**src/rtl/hazard_control_unit.sv**
```systemverilog
// Hazard control for the 5-stage RV core.
// - Detects load-use hazards against a registered shadow of the instruction in EX.
// - Inserts a one-cycle bubble for a load-use hazard.
// - Flushes wrong-path work when a taken branch resolves in MEM.
// - Keeps saturating debug counters of stall cycles and flush events.
module hazard_control_unit #(
  parameter int CNT_W     = 16,
  parameter int FLUSH_CYC = 1   // 1..3 cycles of bubble/IF-ID flush after a taken branch
) (
  input  logic             clk,
  input  logic             rst,
  input  logic [6:0]       id_opcode,
  input  logic [4:0]       id_rs1,
  input  logic [4:0]       id_rs2,
  input  logic [4:0]       id_rd,
  input  logic             branch_taken,
  output logic             control_sel,
  output logic             pc_write,
  output logic             if_id_write,
  output logic             if_id_flush,
  output logic             ex_mem_flush,
  output logic [CNT_W-1:0] stall_count,
  output logic [CNT_W-1:0] flush_count
);

  // RV32/64 base opcodes that matter for source-register usage
  localparam logic [6:0] OP_REG    = 7'b0110011;
  localparam logic [6:0] OP_IMM    = 7'b0010011;
  localparam logic [6:0] OP_LOAD   = 7'b0000011;
  localparam logic [6:0] OP_STORE  = 7'b0100011;
  localparam logic [6:0] OP_BRANCH = 7'b1100011;

  // Flush cycles remaining after the branch cycle itself
  localparam logic [1:0] FLUSH_RELOAD = 2'(FLUSH_CYC - 1);

  typedef enum logic [1:0] {
    RUN    = 2'd0,
    BUBBLE = 2'd1,
    FLUSH  = 2'd2
  } state_t;

  state_t     state;
  logic       ex_memread;   // instruction now in EX is a load
  logic [4:0] ex_rd;        // destination of the instruction now in EX
  logic [1:0] flush_cnt;    // remaining FLUSH-state cycles

  logic uses_rs1;
  logic uses_rs2;
  logic load_use;
  logic rs1_hit;
  logic rs2_hit;

  // Decode which source registers the instruction in ID actually reads
  always_comb begin
    uses_rs1 = 1'b0;
    uses_rs2 = 1'b0;
    case (id_opcode)
      OP_REG, OP_STORE, OP_BRANCH: begin
        uses_rs1 = 1'b1;
        uses_rs2 = 1'b1;
      end
      OP_IMM, OP_LOAD: begin
        uses_rs1 = 1'b1;
      end
      default: begin
        uses_rs1 = 1'b0;
        uses_rs2 = 1'b0;
      end
    endcase
  end

  // x0 is never a real dependency, so a load targeting x0 cannot cause a stall
  assign rs1_hit  = uses_rs1 && (ex_rd == id_rs1);
  assign rs2_hit  = uses_rs2 && (ex_rd == id_rs2);
  assign load_use = ex_memread && (ex_rd != 5'd0) && (rs1_hit || rs2_hit);

  // Drive pipeline control; a taken branch beats everything since younger work is wrong-path
  always_comb begin
    control_sel  = 1'b0;
    pc_write     = 1'b1;
    if_id_write  = 1'b1;
    if_id_flush  = 1'b0;
    ex_mem_flush = 1'b0;
    if (!rst) begin
      if (branch_taken) begin
        control_sel  = 1'b1;
        if_id_flush  = 1'b1;
        ex_mem_flush = 1'b1;
      end else if (state == FLUSH) begin
        control_sel  = 1'b1;
        if_id_flush  = 1'b1;
      end else if ((state == RUN) && load_use) begin
        control_sel  = 1'b1;
        pc_write     = 1'b0;
        if_id_write  = 1'b0;
      end
    end
  end

  // State machine, EX shadow and saturating event counters
  always_ff @(posedge clk) begin
    if (rst) begin
      state       <= RUN;
      ex_memread  <= 1'b0;
      ex_rd       <= 5'd0;
      flush_cnt   <= 2'd0;
      stall_count <= '0;
      flush_count <= '0;
    end else begin
      // A bubble entering EX carries no load and no destination
      if (control_sel) begin
        ex_memread <= 1'b0;
        ex_rd      <= 5'd0;
      end else begin
        ex_memread <= (id_opcode == OP_LOAD);
        ex_rd      <= id_rd;
      end

      if (branch_taken) begin
        flush_cnt <= FLUSH_RELOAD;
        state     <= (FLUSH_CYC > 1) ? FLUSH : RUN;
        if (flush_count != {CNT_W{1'b1}}) begin
          flush_count <= flush_count + 1'b1;
        end
      end else begin
        case (state)
          RUN: begin
            if (load_use) begin
              state <= BUBBLE;
              if (stall_count != {CNT_W{1'b1}}) begin
                stall_count <= stall_count + 1'b1;
              end
            end
          end
          BUBBLE: begin
            // The bubble now sits in EX, so the stalled pair cannot re-trigger
            state <= RUN;
          end
          FLUSH: begin
            flush_cnt <= flush_cnt - 2'd1;
            if (flush_cnt <= 2'd1) begin
              state <= RUN;
            end
          end
          default: begin
            state <= RUN;
          end
        endcase
      end
    end
  end

endmodule

```
**config.mk**
```make
export PLATFORM = sky130hd
export DESIGN_NAME = hazard_control_unit
export DESIGN_NICKNAME = d
export VERILOG_FILES = /design/src/rtl/hazard_control_unit.sv
export SDC_FILE = /design/constraint.sdc
export NUM_CORES = 1
export LEC_CHECK = 0
export BUFFER_PORTS_ARGS = -buffer_cell sky130_fd_sc_hd__buf_2
export CAP_MARGIN = 0
export CELL_PAD_IN_SITES_DETAIL_PLACEMENT = 0
export CELL_PAD_IN_SITES_GLOBAL_PLACEMENT = 1
export CORE_MARGIN = 8
export CORE_UTILIZATION = 39
export DETAILED_ROUTE_END_ITERATION = 16
export PLACE_DENSITY_LB_ADDON = 0.1
export SETUP_SLACK_MARGIN = 0.4
export SKIP_CTS_REPAIR_TIMING = 1
export SLEW_MARGIN = 40
export SYNTH_ARGS = -nofsm -noshare
export SYNTH_HDL_FRONTEND = slang
export SYNTH_SLANG_ARGS = --single-unit
```
**constraint.sdc**
```tcl
create_clock -name clk -period 4.2 [get_ports clk]
set_clock_uncertainty 0.05 [all_clocks]
set_input_delay 0.21 -clock clk [delete_from_list [all_inputs] [get_ports clk]]
set_output_delay 0.21 -clock clk [all_outputs]
set_load 0.01 [all_outputs]
```
==> flow_summary.toml, run 1 <==
[floorplanning]
core_region_area_mm2 = 0.004661
die_h_um = 85.09
fp.dieW_um = 85.09
die-area_mm2 = 0.007240
ioPinCount = 62
start_util_pct = 39.95
row_count = 25

[logic_synthesis]
mappedNetlistArea_mm2 = 0.001862
synth_async_sr_flop_share_pct = 0
synth_top_area_share_pct = 41.94
ys_types = 36
ys.flop_type = "dfxtp_1"
synthDominantAreaCellType = "dfxtp_1"
synthesis.yosys.warnings = 0
synth_sequential_area_ratio_pct = 41.94
synth_cells = 215
synth_area_leaders = "dfxtp_1 (42%), xnor2_1 (8.5%), nor2_1 (5.2%), xor2_1 (4.2%), nand3_1 (3.8%)"
synth-edff-count = 0
synth.avg_cell_area_um2 = 8.659
postSynthRegisterBits = 39
synth_nets = 242

[finish]
final_cell_count_no_fill = 327
filler_cell_count = 482
most-common-layout-cells = "buf_2 (61), dfxtp_1 (39), nor2_1 (26)"
syn_to_final_growth_pct = 21.77
layout.cells.most_common = "buf_2"
final_area_mm2 = 0.002267
layout.nets = 300
antenna_cell_count = 0
final_layout_size_suffix_gt1_share_pct = 25.27

[pwr]
p_per_area_mw_per_mm2 = 298.8
sw_frac_of_total_pct = 22.53
combPwrFrac_pct = 6.6
share_clk_of_total_power_pct = 37.6
pwr-share-seq_pct = 55.8
power.switching_w = 0.0001526
leakage_nw = 0.9360
intPower_w = 0.0005248
power.total_w = 0.0006774
ir_drop_v = 0.0001444

[routing]
route.detailed.vias_per_inst = 5.150
finalWirelength_um = 4421
drt.antenna.violating_nets = 0
drtPass1Iterations = 4
vias = 1684
drc_errors = 0
avgRoutedWirePerCell_um = 13.52
first_iter_violations = 65

[clock_network]
cts-buffers-inserted = 5
cts.sinks = 39
clkLatencyLatePin_ps = 290
cts.root.buffer_cell = "clkbuf_8"
tritoncts = "yes"
clock_path_buffers = 2
cts_htree_levels = 2
cts.reportedPaths.clkPinSlew_ps = 80

[worst_setup_path]
cp_data_required_time_ps = 4370
critical_path.startpoint_type = "register"
critical_path_buf_inv_count = 0
critPathCaptureType = "register"
timing_worst_setup_path_type = "reg -> reg"
crit_path_cell_trace = "xnor2_1 > nand4_1 > o32a_1 > or3_4 > or4_1 > a21oi_1"
worst_path_max_delay_cell = "or3_4"
critPathArrivalTime_ps = 2460
timing.critical_path.max_delay_family = "simple AND/OR/NAND/NOR gates"
worst_path_largest_cell_delay_ps = 530
critPathMaxFanout = 22

[placed_design]
final_wtd_congestion = 0.7319
preCtsSetupSlack_ps = 1876
place.detailed.hpwl_um = 3259
port_buffers = 61
placed_cell_count = 320
placedInstanceArea_mm2 = 0.002180

[global_route]
largest_net_degree_at_the_start_of_global_routing = 37
initial_antenna_violation_count = 0
first_pass_grt_wire_length_um = 7521
groute.usage.overall_pct = 12.59
grt_pass1_vias = 1636
globalRouteOverflowTotal = 0

[timing]
final_max_slew_viol_count = 0
post-route-min-period_ps = 2289
worst_pin_slew_ps = 663.4
slew-limit-headroom_pct = 55.78
final.setup.tns_ps = 0
final_report_setup_violation_count = 0
finalHoldViolations = 0
fmax_ghz = 0.4368
grt_setup_unrepaired = "false"
finalWorstSetupSlack_ps = 1911
final.period_utilization_pct = 54.50

[worst_hold_path]
hold_path_class = "in -> reg"

[run_status]
outcome = "complete, no violations"

[run]
timing.max_cap.violations = 0
## stage by stage
stage	utilization (%)	hold WS (ps)
after detailed placement	46.77	362.4
after CTS	48.64	53.39
after floorplan	-	281.7
final	48.64	63.92
after global placement	46.77	360.8
after global routing	48.64	61.44
## state kept, by name (all words and copies together), names as in the netlist
name and cells:
flush_count 16, ex_rd 5, ex_memread 1, stall_count 16
state 1
## synthesized netlist by cell type (2+ instances only)
cell type  count
nor2_1        26
xor2_1         9
and4_1         4
mux2i_1        2
xnor2_1       18
or3_1          9
a31oi_1        3
nand3b_1       2
nor4_1         3
clkbuf_1       5
a21oi_1       12
or4_1          3
nand2_1        7
nand4_1        8
ha_1           2
dfxtp_1       39
and3_1         6
and2_1         5
buf_2          2
buf_4          2
nor3_1         7
o31ai_1        2
inv_1          5
nand3_1       14
o21ai_0        9
## layer usage
metal	track usage [%]	vias up	wire [um]
li1	-	881	-
met1	14.64	755	2123
met2	20.17	42	1938
met3	5.019	6	298
met4	4.854	0	60
met5	0	-	0
## power by group through the flow
stage / combinational, W / sequential [W] / clock (W)
4_1_cts: 0.0000459 / 0.000378 / 0.000267
3_3_place_gp: 0.0000457 / 0.000387 / 0
5_1_grt: 0.0000508 / 0.000379 / 0.000283
2_1_floorplan: 0.0000254 / 0.000387 / 0
3_5_place_dp: 0.0000457 / 0.000387 / 0
6_report: 0.0000448 / 0.000378 / 0.000255
## final timing paths
path              cells past startpoint                           end  slack (ps)                        start
hold / removal                        2           ex_rd[4]$_SDFF_PP0_          60                     id_rd[4]
setup / recovery                      6  stall_count[10]$_SDFFE_PP0P_        1910          ex_rd[3]$_SDFF_PP0_
hold reg to reg                       2   stall_count[4]$_SDFFE_PP0P_         450  stall_count[4]$_SDFFE_PP0P_
setup reg to reg                      6  stall_count[10]$_SDFFE_PP0P_        1910          ex_rd[3]$_SDFF_PP0_
## cells by family (layout without fill, tap and decap cells)
kind of cell | Yosys count | in the layout | synth area share, %
AOI/OAI and AO/OA | 30 | 30 | 9.342
xor gates and xnor gates | 27 | 27 | 12.70
adders and majority gates | 2 | 2 | 1.344
buffers and inverters | 15 | 73 | 3.965
DFF | 39 | 39 | 41.94
muxes | 2 | 2 | 1.075
and+or+nand+nor | 100 | 100 | 29.64
## cell type report
cell class	instances	area, um2	share of cell area, %
sequential	39	780.7	34.44
clock buffer	6	82.58	3.642
tap	54	67.56	2.980
inverter	5	18.77	0.8278
clock inverter	1	5.005	0.2208
multi-input combinational	161	1007	44.43
timing repair buffer	61	305.3	13.47
Power figures use the tool's default switching activity.
==> run 2, diff against run 1 <==
- ABC_AREA: not set -> 1
- CORE_UTILIZATION: 39 -> 36
- clock period: 4.2 -> 2.2 ns (I/O delays scaled with it)
==> run 2 against run 1 <==
The run now ends with negative hold slack left. Clock-buffer cell count unchanged. Global-route usage is 0.66 points higher. Hold slack worse by 69 ps. Power increased by 130%. Wire length up 48%. First-iteration DRC count rose by 55%. Cell count rose by 63%. Fmax rose by 37%. Largest cell class unchanged.
==> flow_summary.toml, run 2 <==
[run_status]
outcome = "complete, but fails checks"
violations = "negative hold slack"

[routing]
first_iter_violations = 101
avgRoutedWirePerCell_um = 12.30
vias = 2438
finalWirelength_um = 6555
route.detailed.vias_per_inst = 4.574
drtPass1Iterations = 4
drc_errors = 0
drt.antenna.violating_nets = 0

[run]
timing.max_cap.violations = 0

[logic_synthesis]
mappedNetlistArea_mm2 = 0.002412
synthDominantAreaCellType = "dfxtp_1"
synth-edff-count = 0
netlist_top_cells_count = "nand2_1 (117), nor2_1 (66), inv_1 (57)"
ys.flop_type = "dfxtp_1"
synth_async_sr_flop_share_pct = 0
synth_cells = 382
synth_top_area_share_pct = 32.37
synthMostInstantiatedCell = "nand2_1"
synthesis.yosys.warnings = 0
synth_nets = 409
synth.avg_cell_area_um2 = 6.315
postSynthRegisterBits = 39
synth_area_leaders = "dfxtp_1 (32%), nand2_1 (18%), nor2_1 (10%), inv_1 (8.9%), xor2_1 (6.5%)"
ys_types = 29
synth_sequential_area_ratio_pct = 32.37

[clock_network]
cts.root.buffer_cell = "clkbuf_8"
cts_htree_levels = 2
clock_path_buffers = 2
cts-buffers-inserted = 5
clkLatencyLatePin_ps = 290
tritoncts = "yes"
cts.reportedPaths.clkPinSlew_ps = 80
cts.sinks = 39

[floorplanning]
core_region_area_mm2 = 0.006644
start_util_pct = 36.31
ioPinCount = 62
row_count = 30
die_h_um = 97.86
die-area_mm2 = 0.009577
fp.dieW_um = 97.86

[timing]
fmax_ghz = 0.5977
finalWorstSetupSlack_ps = 527.0
timing.hold.ws_ps = -5.251
finalHoldViolations = 1
final.period_utilization_pct = 76.05
final_max_slew_viol_count = 0
final_report_setup_violation_count = 0
grt_setup_unrepaired = "false"
worst_pin_slew_ps = 459.5
slew-limit-headroom_pct = 69.33
final.setup.tns_ps = 0
post-route-min-period_ps = 1673

[pwr]
ir_drop_v = 0.0002972
p_per_area_mw_per_mm2 = 517.8
leakage_nw = 1.521

[worst_setup_path]
r2r_end = "flush_count[4]$_SDFFE_PP0P_"
ff_to_ff_path_depth = 9
cp_data_required_time_ps = 2330
timing_startpoint_of_the_critical_path = "flush_count[0]$_SDFFE_PP0P_"
rrSetupSlack_ps = 530
critPathCaptureType = "register"
critPathMaxFanout = 13
worstReg2RegStart = "flush_count[0]$_SDFFE_PP0P_"
timing.critical_path.to = "flush_count[4]$_SDFFE_PP0P_"
critical_path.startpoint_type = "register"
timing_worst_setup_path_type = "reg -> reg"
critPathArrivalTime_ps = 1810

[placed_design]
preCtsSetupSlack_ps = 309.5
place.detailed.hpwl_um = 4759
port_buffers = 61
final_wtd_congestion = 0.8129

[global_route]
grt_pass1_vias = 2269
groute.usage.overall_pct = 13.25
first_pass_grt_wire_length_um = 10660
globalRouteOverflowTotal = 0
initial_antenna_violation_count = 0
largest_net_degree_at_the_start_of_global_routing = 28

[finish]
layout.nets = 479
antenna_cell_count = 0
register_area_um2 = 789.5
most-common-layout-cells = "nand2_1 (116), nor2_1 (66), buf_2 (61)"
filler_cell_count = 718
syn_to_final_growth_pct = 26.14
reg_top3 = "flush_count: 16 flops, stall_count: 16 flops, ex_rd: 5 flops"
multi_input_comb_area_mm2 = 0.001408
layout.cells.most_common = "nand2_1"
final_layout_size_suffix_gt1_share_pct = 22.96

[worst_hold_path]
holdCritStartpoint = "id_rd[2]"
hold_path_class = "in -> reg"
## run 2: cell type report
type	instances	area share (%)
multi-input combinational	277	46.26
sequential	39	25.95
timing repair buffer	69	12.66
inverter	60	7.484
tap	80	3.289
clock buffer	6	2.385
clock inverter	2	1.974
## run 2: critical path, cell delays in order (launching register included)
cell	delay (ps)
dfxtp_2	360
ha_2	210
nand3_2	120
nor2_4	190
nand2_2	100
a21boi_4	200
buf_12	160
o21ai_0	80
nand2_1	60
nor2_1	30
## run 2: how the worst min path moves through the flow
stage                     cells past startpoint  slack [ps]                           to
after floorplan                               1         120  flush_count[2]$_SDFFE_PP0P_
after global placement                        3         280          ex_rd[3]$_SDFF_PP0_
after detailed placement                      3         280          ex_rd[3]$_SDFF_PP0_
after CTS                                     3         -20          ex_rd[2]$_SDFF_PP0_
after global routing                          3           2          ex_rd[2]$_SDFF_PP0_
final                                         3          -5          ex_rd[2]$_SDFF_PP0_
## run 2: cell families after synthesis
family / Yosys count / share of synthesized area (%)
and+or+nand+nor: 233 / 41.91
adders and majority gates: 2 / 1.037
AOI/OAI and AO/OA: 19 / 5.031
DFF: 39 / 32.37
buffers and inverters: 69 / 12.40
xor gates and xnor gates: 20 / 7.261
## run 2: metrics by stage
| stage | utilization, % | total power, W | instances | hold WS (ps) | cell area (um2) |
|---|---|---|---|---|---|
| after detailed placement | 41.53 | 0.0008651 | 516 | 284.0 | 2759 |
| after global routing | 45.80 | 0.001649 | 533 | 1.819 | 3043 |
| after global placement | 41.53 | 0.0008649 | 516 | 278.1 | 2759 |
| after floorplan | - | 0.0008158 | 382 | 122.4 | 2412 |
| final | 45.80 | 0.001576 | 533 | -5.251 | 3043 |
| after CTS | 43.52 | 0.001586 | 524 | -22.63 | 2892 |
## run 2: where the power goes
part,switching (W),leakage [nW],internal [W]
sequential,0.00000835,0.318,0.000714
combinational,0.0000848,1.14,0.0000582
clock,0.000257,0.0654,0.000454
total,0.000350,1.52,0.00123
## run 2: metal layers
| metal | up-vias | track usage, % | wire length, um |
|---|---|---|---|
| met2 | 54 | 19.65 | 2656 |
| met4 | 0 | 3.237 | 51 |
| met1 | 1073 | 17.73 | 3448 |
| met3 | 4 | 4.623 | 398 |
| met5 | - | 0 | 0 |
| li1 | 1307 | - | - |
